<file path="src/rtl/plab2_proc_muldiv_iter_pkg.sv">
// Shared definitions for the iterative multiply/divide unit: operation codes
// and the control FSM state encoding.
package plab2_proc_muldiv_iter_pkg;

    localparam logic [2:0] FN_MUL  = 3'd0;
    localparam logic [2:0] FN_DIV  = 3'd1;
    localparam logic [2:0] FN_DIVU = 3'd2;
    localparam logic [2:0] FN_REM  = 3'd3;
    localparam logic [2:0] FN_REMU = 3'd4;

    typedef enum logic [1:0] {
        ST_IDLE = 2'd0,
        ST_CALC = 2'd1,
        ST_DONE = 2'd2
    } state_t;

    function automatic logic fn_is_signed(input logic [2:0] fn);
        return (fn == FN_DIV) || (fn == FN_REM);
    endfunction

endpackage

</file>
<file path="src/rtl/plab2_proc_muldiv_iter_ctrl.sv">
// Control for the iterative mul/div unit: IDLE/CALC/DONE FSM, step counter,
// val/rdy handshakes and the load/step/finish strobes for the datapath.
module plab2_proc_muldiv_iter_ctrl
    import plab2_proc_muldiv_iter_pkg::*;
#(
    parameter int p_nbits = 32
) (
    input  logic clk,
    input  logic reset,
    input  logic req_val,
    output logic req_rdy,
    output logic resp_val,
    input  logic resp_rdy,
    output logic load,
    output logic step,
    output logic finish
);

    localparam int CW = $clog2(p_nbits);

    state_t        state;
    logic [CW-1:0] count;
    logic          idle_q;
    logic          calc_q;
    logic          last;

    assign last    = (count == CW'(p_nbits - 1));
    assign req_rdy = idle_q && !reset;
    assign load    = req_val && req_rdy;
    assign step    = calc_q;
    assign finish  = calc_q && last;

    // The counter only advances inside CALC, so it holds at p_nbits-1 after the final step.
    always_ff @(posedge clk or posedge reset) begin
        if (reset) begin
            state    <= ST_IDLE;
            count    <= '0;
            idle_q   <= 1'b1;
            calc_q   <= 1'b0;
            resp_val <= 1'b0;
        end else begin
            case (state)
                ST_IDLE: begin
                    if (req_val) begin
                        state  <= ST_CALC;
                        count  <= '0;
                        idle_q <= 1'b0;
                        calc_q <= 1'b1;
                    end
                end
                ST_CALC: begin
                    if (last) begin
                        state    <= ST_DONE;
                        calc_q   <= 1'b0;
                        resp_val <= 1'b1;
                    end else begin
                        count <= count + 1'b1;
                    end
                end
                ST_DONE: begin
                    if (resp_rdy) begin
                        state    <= ST_IDLE;
                        idle_q   <= 1'b1;
                        resp_val <= 1'b0;
                    end
                end
                default: begin
                    state    <= ST_IDLE;
                    idle_q   <= 1'b1;
                    calc_q   <= 1'b0;
                    resp_val <= 1'b0;
                end
            endcase
        end
    end

endmodule

</file>
<file path="src/rtl/plab2_proc_muldiv_iter.sv">
// Iterative multiply/divide unit: one result bit per cycle, shift-add multiply
// and restoring division on magnitudes with sign fixup on the final step.
module plab2_proc_muldiv_iter
    import plab2_proc_muldiv_iter_pkg::*;
#(
    parameter int p_nbits = 32
) (
    input  logic               clk,
    input  logic               reset,
    input  logic               req_val,
    output logic               req_rdy,
    input  logic [2:0]         req_fn,
    input  logic [p_nbits-1:0] req_a,
    input  logic [p_nbits-1:0] req_b,
    output logic               resp_val,
    input  logic               resp_rdy,
    output logic [p_nbits-1:0] resp_data
);

    localparam int N = p_nbits;

    function automatic logic [N-1:0] magnitude(input logic [N-1:0] v, input logic sgn);
        return (sgn && v[N-1]) ? -v : v;
    endfunction

    function automatic logic [N-1:0] apply_sign(input logic [N-1:0] v, input logic neg);
        return neg ? -v : v;
    endfunction

    logic load;
    logic step;
    logic finish;

    plab2_proc_muldiv_iter_ctrl #(
        .p_nbits (p_nbits)
    ) ctrl (
        .clk      (clk),
        .reset    (reset),
        .req_val  (req_val),
        .req_rdy  (req_rdy),
        .resp_val (resp_val),
        .resp_rdy (resp_rdy),
        .load     (load),
        .step     (step),
        .finish   (finish)
    );

    // a_q: multiplicand (MUL) or dividend shifting out / quotient shifting in (divide).
    // b_q: multiplier (MUL) or divisor magnitude. acc_q: product or partial remainder.
    logic [N-1:0] a_q;
    logic [N-1:0] b_q;
    logic [N-1:0] acc_q;
    logic [2:0]   fn_q;
    logic         neg_quo_q;
    logic         neg_rem_q;
    logic         div0_q;

    logic         req_signed;
    logic [N:0]   rem_sh;
    logic [N:0]   diff;
    logic         qbit;
    logic [N-1:0] rem_nxt;
    logic [N-1:0] quo_nxt;
    logic [N-1:0] prod_nxt;
    logic [N-1:0] result;

    assign req_signed = fn_is_signed(req_fn);

    // rem_sh[N] set means the shifted remainder already exceeds any N-bit divisor.
    always_comb begin
        rem_sh   = {acc_q, a_q[N-1]};
        diff     = rem_sh - {1'b0, b_q};
        qbit     = rem_sh[N] | ~diff[N];
        rem_nxt  = qbit ? diff[N-1:0] : rem_sh[N-1:0];
        quo_nxt  = {a_q[N-2:0], qbit};
        prod_nxt = acc_q + (b_q[0] ? a_q : '0);
    end

    always_comb begin
        result = '0;
        case (fn_q)
            FN_MUL:  result = prod_nxt;
            FN_DIV:  result = div0_q ? '1 : apply_sign(quo_nxt, neg_quo_q);
            FN_DIVU: result = quo_nxt;
            FN_REM:  result = apply_sign(rem_nxt, neg_rem_q);
            FN_REMU: result = rem_nxt;
            default: result = '0;
        endcase
    end

    always_ff @(posedge clk or posedge reset) begin
        if (reset) begin
            a_q       <= '0;
            b_q       <= '0;
            acc_q     <= '0;
            fn_q      <= '0;
            neg_quo_q <= 1'b0;
            neg_rem_q <= 1'b0;
            div0_q    <= 1'b0;
            resp_data <= '0;
        end else if (load) begin
            a_q       <= (req_fn == FN_MUL) ? req_a : magnitude(req_a, req_signed);
            b_q       <= (req_fn == FN_MUL) ? req_b : magnitude(req_b, req_signed);
            acc_q     <= '0;
            fn_q      <= req_fn;
            neg_quo_q <= req_signed && (req_a[N-1] ^ req_b[N-1]);
            neg_rem_q <= req_signed && req_a[N-1];
            div0_q    <= (req_b == '0);
        end else if (step) begin
            if (fn_q == FN_MUL) begin
                acc_q <= prod_nxt;
                a_q   <= {a_q[N-2:0], 1'b0};
                b_q   <= {1'b0, b_q[N-1:1]};
            end else begin
                acc_q <= rem_nxt;
                a_q   <= quo_nxt;
            end
            if (finish) begin
                resp_data <= result;
            end
        end
    end

endmodule

</file>
<file path="config.mk">
export PLATFORM = sky130hd
export DESIGN_NAME = plab2_proc_muldiv_iter
export DESIGN_NICKNAME = d
export VERILOG_FILES = /design/src/rtl/plab2_proc_muldiv_iter_pkg.sv /design/src/rtl/plab2_proc_muldiv_iter_ctrl.sv /design/src/rtl/plab2_proc_muldiv_iter.sv
export SDC_FILE = /design/constraint.sdc
export NUM_CORES = 1
export LEC_CHECK = 0
export CAP_MARGIN = 20
export CELL_PAD_IN_SITES_DETAIL_PLACEMENT = 0
export CELL_PAD_IN_SITES_GLOBAL_PLACEMENT = 1
export CORE_MARGIN = 3
export CORE_UTILIZATION = 53
export DETAILED_ROUTE_END_ITERATION = 6
export DONT_BUFFER_PORTS = 1
export PLACE_DENSITY = 0.88
export SLEW_MARGIN = 20
export SYNTH_ARGS = -nofsm -noshare
export SYNTH_HDL_FRONTEND = slang
export SYNTH_SLANG_ARGS = --single-unit
</file>
<file path="constraint.sdc">
create_clock -name clk -period 13.6 [get_ports clk]
set_input_delay 4.08 -clock clk [delete_from_list [all_inputs] [get_ports clk]]
set_output_delay 4.08 -clock clk [all_outputs]
set_load 0.02 [all_outputs]
</file>
==> run metrics, run 1 <==
Req. time, crit path=9.52 ns; post-synth cell types=93; Post-CTS Resized=0; chip height=172 um; final number of setup-violating endpoints=0; clk sinks=144; Netlist Area Pre-Place=14,600 um^2; most instantiated cells after synthesis=nand2_1 (233), o21ai_0 (205), a21oi_1 (155); WL per Instance=21.0 um; Overflow after GRT=0; Initial Util=54.0%; achievable frequency=about 120 MHz; Post-synth EDFFs=0; total number of vias=14,300; initial antenna violation count=0; Pre-antenna DRT Iters=6; Seq/Total Area, Yosys=24.8%; Max Fanout on Critical Path=3; worst-path cell chain=nor2b_1; placed wire-length estimate=roughly 34 mm; Yosys warnings=0; max_cap viols=0; worst hold path class=flip-flop to flip-flop; cells after synthesis=1,910; Core Region=27,000 um^2; Tmin final=~8.6 ns; total die area=roughly 29,000 um^2; layout cell share with drive strength beyond 1=6.20%; first-pass GRT wire length=71.5 mm; dpl cell area=14,700 um^2; Post-CTS Setup Inserts=0; # IOs=105; Synth Register Bits=144; DRT antenna net count=0; CP Data Arrival Time=4.50 ns; worst path bufs/invs=0; CTS tree=done; crit path launch type=primary input; CP Capture Type=output pin; CTS clock-pin slew for the worst setup and hold paths=roughly 0.070 ns; syn_area_per_cell=7.62 um^2; Total Wirelength=45.7 mm; clk_skew=0.0167 ns; Top FF cell, synth=dfrtp_1; CP delay by family, top=simple AND/OR/NAND/NOR gates; CTS max path bufs=2; PortBufs=0; CP max-delay cell=nor2b_1; Std-Cell Rows=60; top post-synthesis cells by area=dfrtp_1 (25%), o21ai_0 (7.0%), nand2_1 (6.0%); drt drc=0; largest net degree at the start of global routing=98; Slew Viols, Final=0; total track usage=30.4%; hold buffers post-CTS=0; Final GP Congestion=0.952; ys async rst share=100%; RSZ-0062 raised after global routing=no; Initial DRC Count=1,232; CTS root buffer=clkbuf_16; syn nets=2,052; fill cell count=~2,600; H-tree levels=4; Tcrit/Tclk final=63.1%; endpoints failing hold=0; setup_tns=0 ns; Crit path largest cell delay=0.42 ns; Skew-Pair Late Insertion Delay=0.43 ns; Finished Cell Area=between 15,000 and 20,000 um^2; Least-Margin Pin Slew=1.04 ns; die width=between 150 and 200 um; max_slew headroom=around 30%; Total Nets Final=between 1,500 and 2,000; crit path kind=primary input to output pin; area share of the largest cell type after synthesis=24.6%; top-count cell post-synth=nand2_1; vias per inst=6.57; Num CTS Buffers=17; top cell type by total area after synthesis=dfrtp_1; vias in the first global route=13,200; number of antenna diodes=0; synthesis-to-finish area growth=5.09%; status=finished clean
[final timing paths]
path / startpoint / end / slack [ns] / depth (start not counted)
max: reset / req_rdy / 5.02 / 1
min: b_q[14]$_DFFE_PP0P_ / b_q[14]$_DFFE_PP0P_ / 0.49 / 2
max reg2reg: b_q[0]$_DFFE_PP0P_ / resp_data[30]$_DFFE_PP0P_ / 6.62 / 21
min reg2reg: b_q[14]$_DFFE_PP0P_ / b_q[14]$_DFFE_PP0P_ / 0.49 / 2
max in group asynchronous: reset / acc_q[16]$_DFFE_PP0P_ / 8.67 / 2
min in group asynchronous: reset / acc_q[30]$_DFFE_PP0P_ / 3.73 / 1
[stage by stage]
step	hold slack [ns]	utilization, %	setup WS [ns]	std cells
4_1_cts	0.489	56.8	5.02	2180
3_5_place_dp	0.474	54.6	5.01	2148
6_report	0.489	56.8	5.02	2180
2_1_floorplan	0.450	-	5.08	1910
5_1_grt	0.503	56.8	4.95	2180
3_3_place_gp	0.462	54.5	5.02	2147
[metal layers]
| layer | GRT usage (%) | vias to the layer above | share of wire (%) |
|---|---|---|---|
| li1 | - | 6803 | - |
| met3 | 4.44 | 137 | 6.4 |
| met4 | 14.2 | 0 | 4.8 |
| met1 | 40.0 | 6779 | 42 |
| met2 | 49.5 | 595 | 47 |
| met5 | 0 | - | 0 |
[layout make-up]
type / instances / area (um^2) / share of cell area, %
inverters: 66 / 253 / 1.65
repair buffers: 23 / 193 / 1.26
multi-input cells: 1574 / 10200 / 66.9
clock buffers: 18 / 439 / 2.87
flip-flops and latches: 144 / 3610 / 23.6
clock inverters: 14 / 145 / 0.949
well taps: 341 / 427 / 2.79
[worst reg2reg max path, stage by stage (launching register included)]
cell	delay (ns)
dfrtp_1	0.77
ha_1	0.44
fa_1	0.41
and2b_4	0.29
o31ai_4	0.08
nand3_1	0.15
nand3_1	0.16
a21bo_2	0.43
nand2_2	0.13
buf_4	0.57
nand2_1	0.15
o21ai_0	0.10
buf_4	0.18
ha_1	0.28
nand2_1	0.10
or3_1	0.43
nor4b_2	0.37
a41oi_1	0.35
or4_4	0.55
or4_1	0.46
o41a_1	0.33
a31oi_1	0.17
[registers in the layout, indices dropped and copies added (netlist names), 2 cells and up]
register    flops
acc_q          32
a_q            32
resp_data      32
fn_q            3
b_q            32
ctrl.count      5
ctrl.state      2
[placed cells by master, fill, tap and decap left out, types with 21 or more instances in the layout]
cell	synthesis	layout
nand2_1	233	231
o21ai_0	205	205
a21oi_1	155	153
nor2_1	144	143
dfrtp_1	143	142
xnor2_1	88	88
ha_1	69	69
inv_1	65	64
xor2_1	61	61
mux2i_1	52	52
and2_1	40	39
nor3_1	38	38
nand3_1	38	37
o31ai_1	35	34
o211ai_1	31	31
a31oi_1	27	27
a21o_1	24	24
buf_4	0	22
a211oi_1	21	21
[kinds of logic after synthesis]
family	after synthesis	share of synthesized area, %
compound gates	652	29.1
mux	66	4.74
fa+ha+maj	71	6.21
flops	144	24.8
xor+xnor	149	8.96
simple gates	636	21.0
buf+inv	192	5.22
Power of run 1 is left out: the tool's default activity adds up to more than one toggle a clock period on the data nets, which glitch-free logic cannot reach.
==> run 2, diff against run 1 <==
CORE_UTILIZATION = 49   (was 53)
PLACE_DENSITY = 0.82   (was 0.88)
clock period = 8.6 ns   (was 13.6 ns; I/O delays follow)
==> run metrics, run 2 (synthesis gave the netlist of run 1 again) <==
clk sinks=144; die width=178 um; H-tree levels=4; Post-CTS Resized=0; largest net degree at the start of global routing=between 90 and 100; vias in the first global route=13,600; Crit path largest cell delay=1.00 ns; Post-CTS Setup Inserts=0; # IOs=105; CP delay by family, top=simple AND/OR/NAND/NOR gates; max_cap viols=0; Pre-antenna DRT Iters=5; total number of vias=between 10,000 and 15,000; reg2reg end=resp_data[30]$_DFFE_PP0P_; Total Nets Final=1,967; Hold EP=b_q[14]$_DFFE_PP0P_; Core Region=29,000 um^2; Num CTS Buffers=17; r2r worst-path depth=18; CTS root buffer=clkbuf_16; endpoints failing hold=0; status=finished clean; Final GP Congestion=0.988; Skew-Pair Late Insertion Delay=0.45 ns; RSZ-0062 raised after global routing=no; crit path launch type=flip-flop; total track usage=30.4%; DRT antenna net count=0; worst hold path class=flip-flop to flip-flop; CTS clock-pin slew for the worst setup and hold paths=0.07 ns; worst path bufs/invs=0; layout cell share with drive strength beyond 1=5.98%; achievable frequency=between 100 and 150 MHz; drt drc=0; Initial Util=roughly 50%; Std-Cell Rows=62; vias per inst=6.44; Tcrit/Tclk final=about four fifths; r2r startpoint=b_q[0]$_DFFE_PP0P_; PortBufs=0; CP Data Arrival Time=7.22 ns; max_slew headroom=~33%; Req. time, crit path=8.97 ns; placed wire-length estimate=~36 mm; clk_skew=0.0132 ns; final number of setup-violating endpoints=0; chip height=178 um; slack of the worst reg-to-reg path=between 1.5 and 2 ns; Total Wirelength=48.5 mm; Slew Viols, Final=0; worst-path cell chain=ha_1 > fa_1 > and2b_4 > o31ai_4 > nand3_1 > nand3_1 > a21bo_2 > nand2_2 > o21ai_0 > ha_1 > nand2_1 > or3_1 > nor4b_2 > a41oi_1 > or4_4 > or4_1 > o41a_1 > a31oi_1; hold buffers post-CTS=0; most used cells in the layout excluding fill and tap cells=nand2_1 (231), o21ai_0 (205), a21oi_1 (153); CTS max path bufs=2; commonest non-fill, non-tap cell in the layout=nand2_1; final setup margin=roughly 1.7 ns; Hold Startpoint=b_q[14]$_DFFE_PP0P_; Max Fanout on Critical Path=34; CP max-delay cell=dfrtp_1; total die area=31,800 um^2; Tmin final=6.85 ns; Place WS=1.97 ns; Overflow after GRT=0; CP Capture Type=flip-flop; Initial DRC Count=1,382; first-pass GRT wire length=75.8 mm; WL per Instance=21.8 um; initial antenna violation count=1; synthesis-to-finish area growth=5.38%; CTS tree=done; number of antenna diodes=0; WHS Path Cells=2; Least-Margin Pin Slew=between 1 and 1.5 ns; setup_tns=0 ns; crit path kind=flip-flop to flip-flop; Layout Utilization=a little over half
## run 2: changes by cell type in the layout (fill, tap and decap cells not counted)
cell	change
inv_6	-4
inv_8	-3
bufinv_16	+2
clkbuf_1	+2
clkinv_4	+2
buf_16	-1
clkinv_2	+1
o31ai_1	+1
o31ai_2	-1
## run 2: layer usage
metal | vias up | share of wire (%) | global-route usage [%]
li1 | 6806 | - | -
met1 | 6789 | 43 | 40.4
met2 | 583 | 46 | 48.6
met3 | 124 | 6.5 | 4.96
met4 | 0 | 4.4 | 13.4
met5 | - | 0 | 0
## run 2: area by class of cell
type	instances	area, um^2
fill	2855	13700
clock buffer	20	447
inverter	66	253
multi-input combinational	1574	10200
clock inverter	12	159
timing repair buffer	22	165
tap	384	480
sequential	144	3610
## run 2: tightest hold or removal path, stage by stage (launching register included)
cell     delay [ns]
dfrtp_1        0.34
nand2_1        0.04
o21ai_0        0.06
## run 2: worst max-delay path by stage
stage,startpoint,endpoint,slack [ns],cells past startpoint
after floorplan,reset,a_q[0]$_DFFE_PP0P_,2.16,1
after global placement,b_q[0]$_DFFE_PP0P_,resp_data[30]$_DFFE_PP0P_,2.19,18
after detailed placement,b_q[0]$_DFFE_PP0P_,resp_data[30]$_DFFE_PP0P_,1.97,18
after CTS,b_q[0]$_DFFE_PP0P_,resp_data[30]$_DFFE_PP0P_,1.91,18
after global routing,b_q[0]$_DFFE_PP0P_,resp_data[30]$_DFFE_PP0P_,1.31,18
final,b_q[0]$_DFFE_PP0P_,resp_data[30]$_DFFE_PP0P_,1.75,18
## run 2: metrics by stage
step	std cells	cell area, um^2	hold WS [ns]
finish	2222	15300	0.481
global route	2222	15300	0.519
CTS	2222	15300	0.486
detailed placement	2190	14700	0.472
global placement	2190	14700	0.464
floorplan	1910	14600	0.450
Power of run 2 is left out for the same reason.
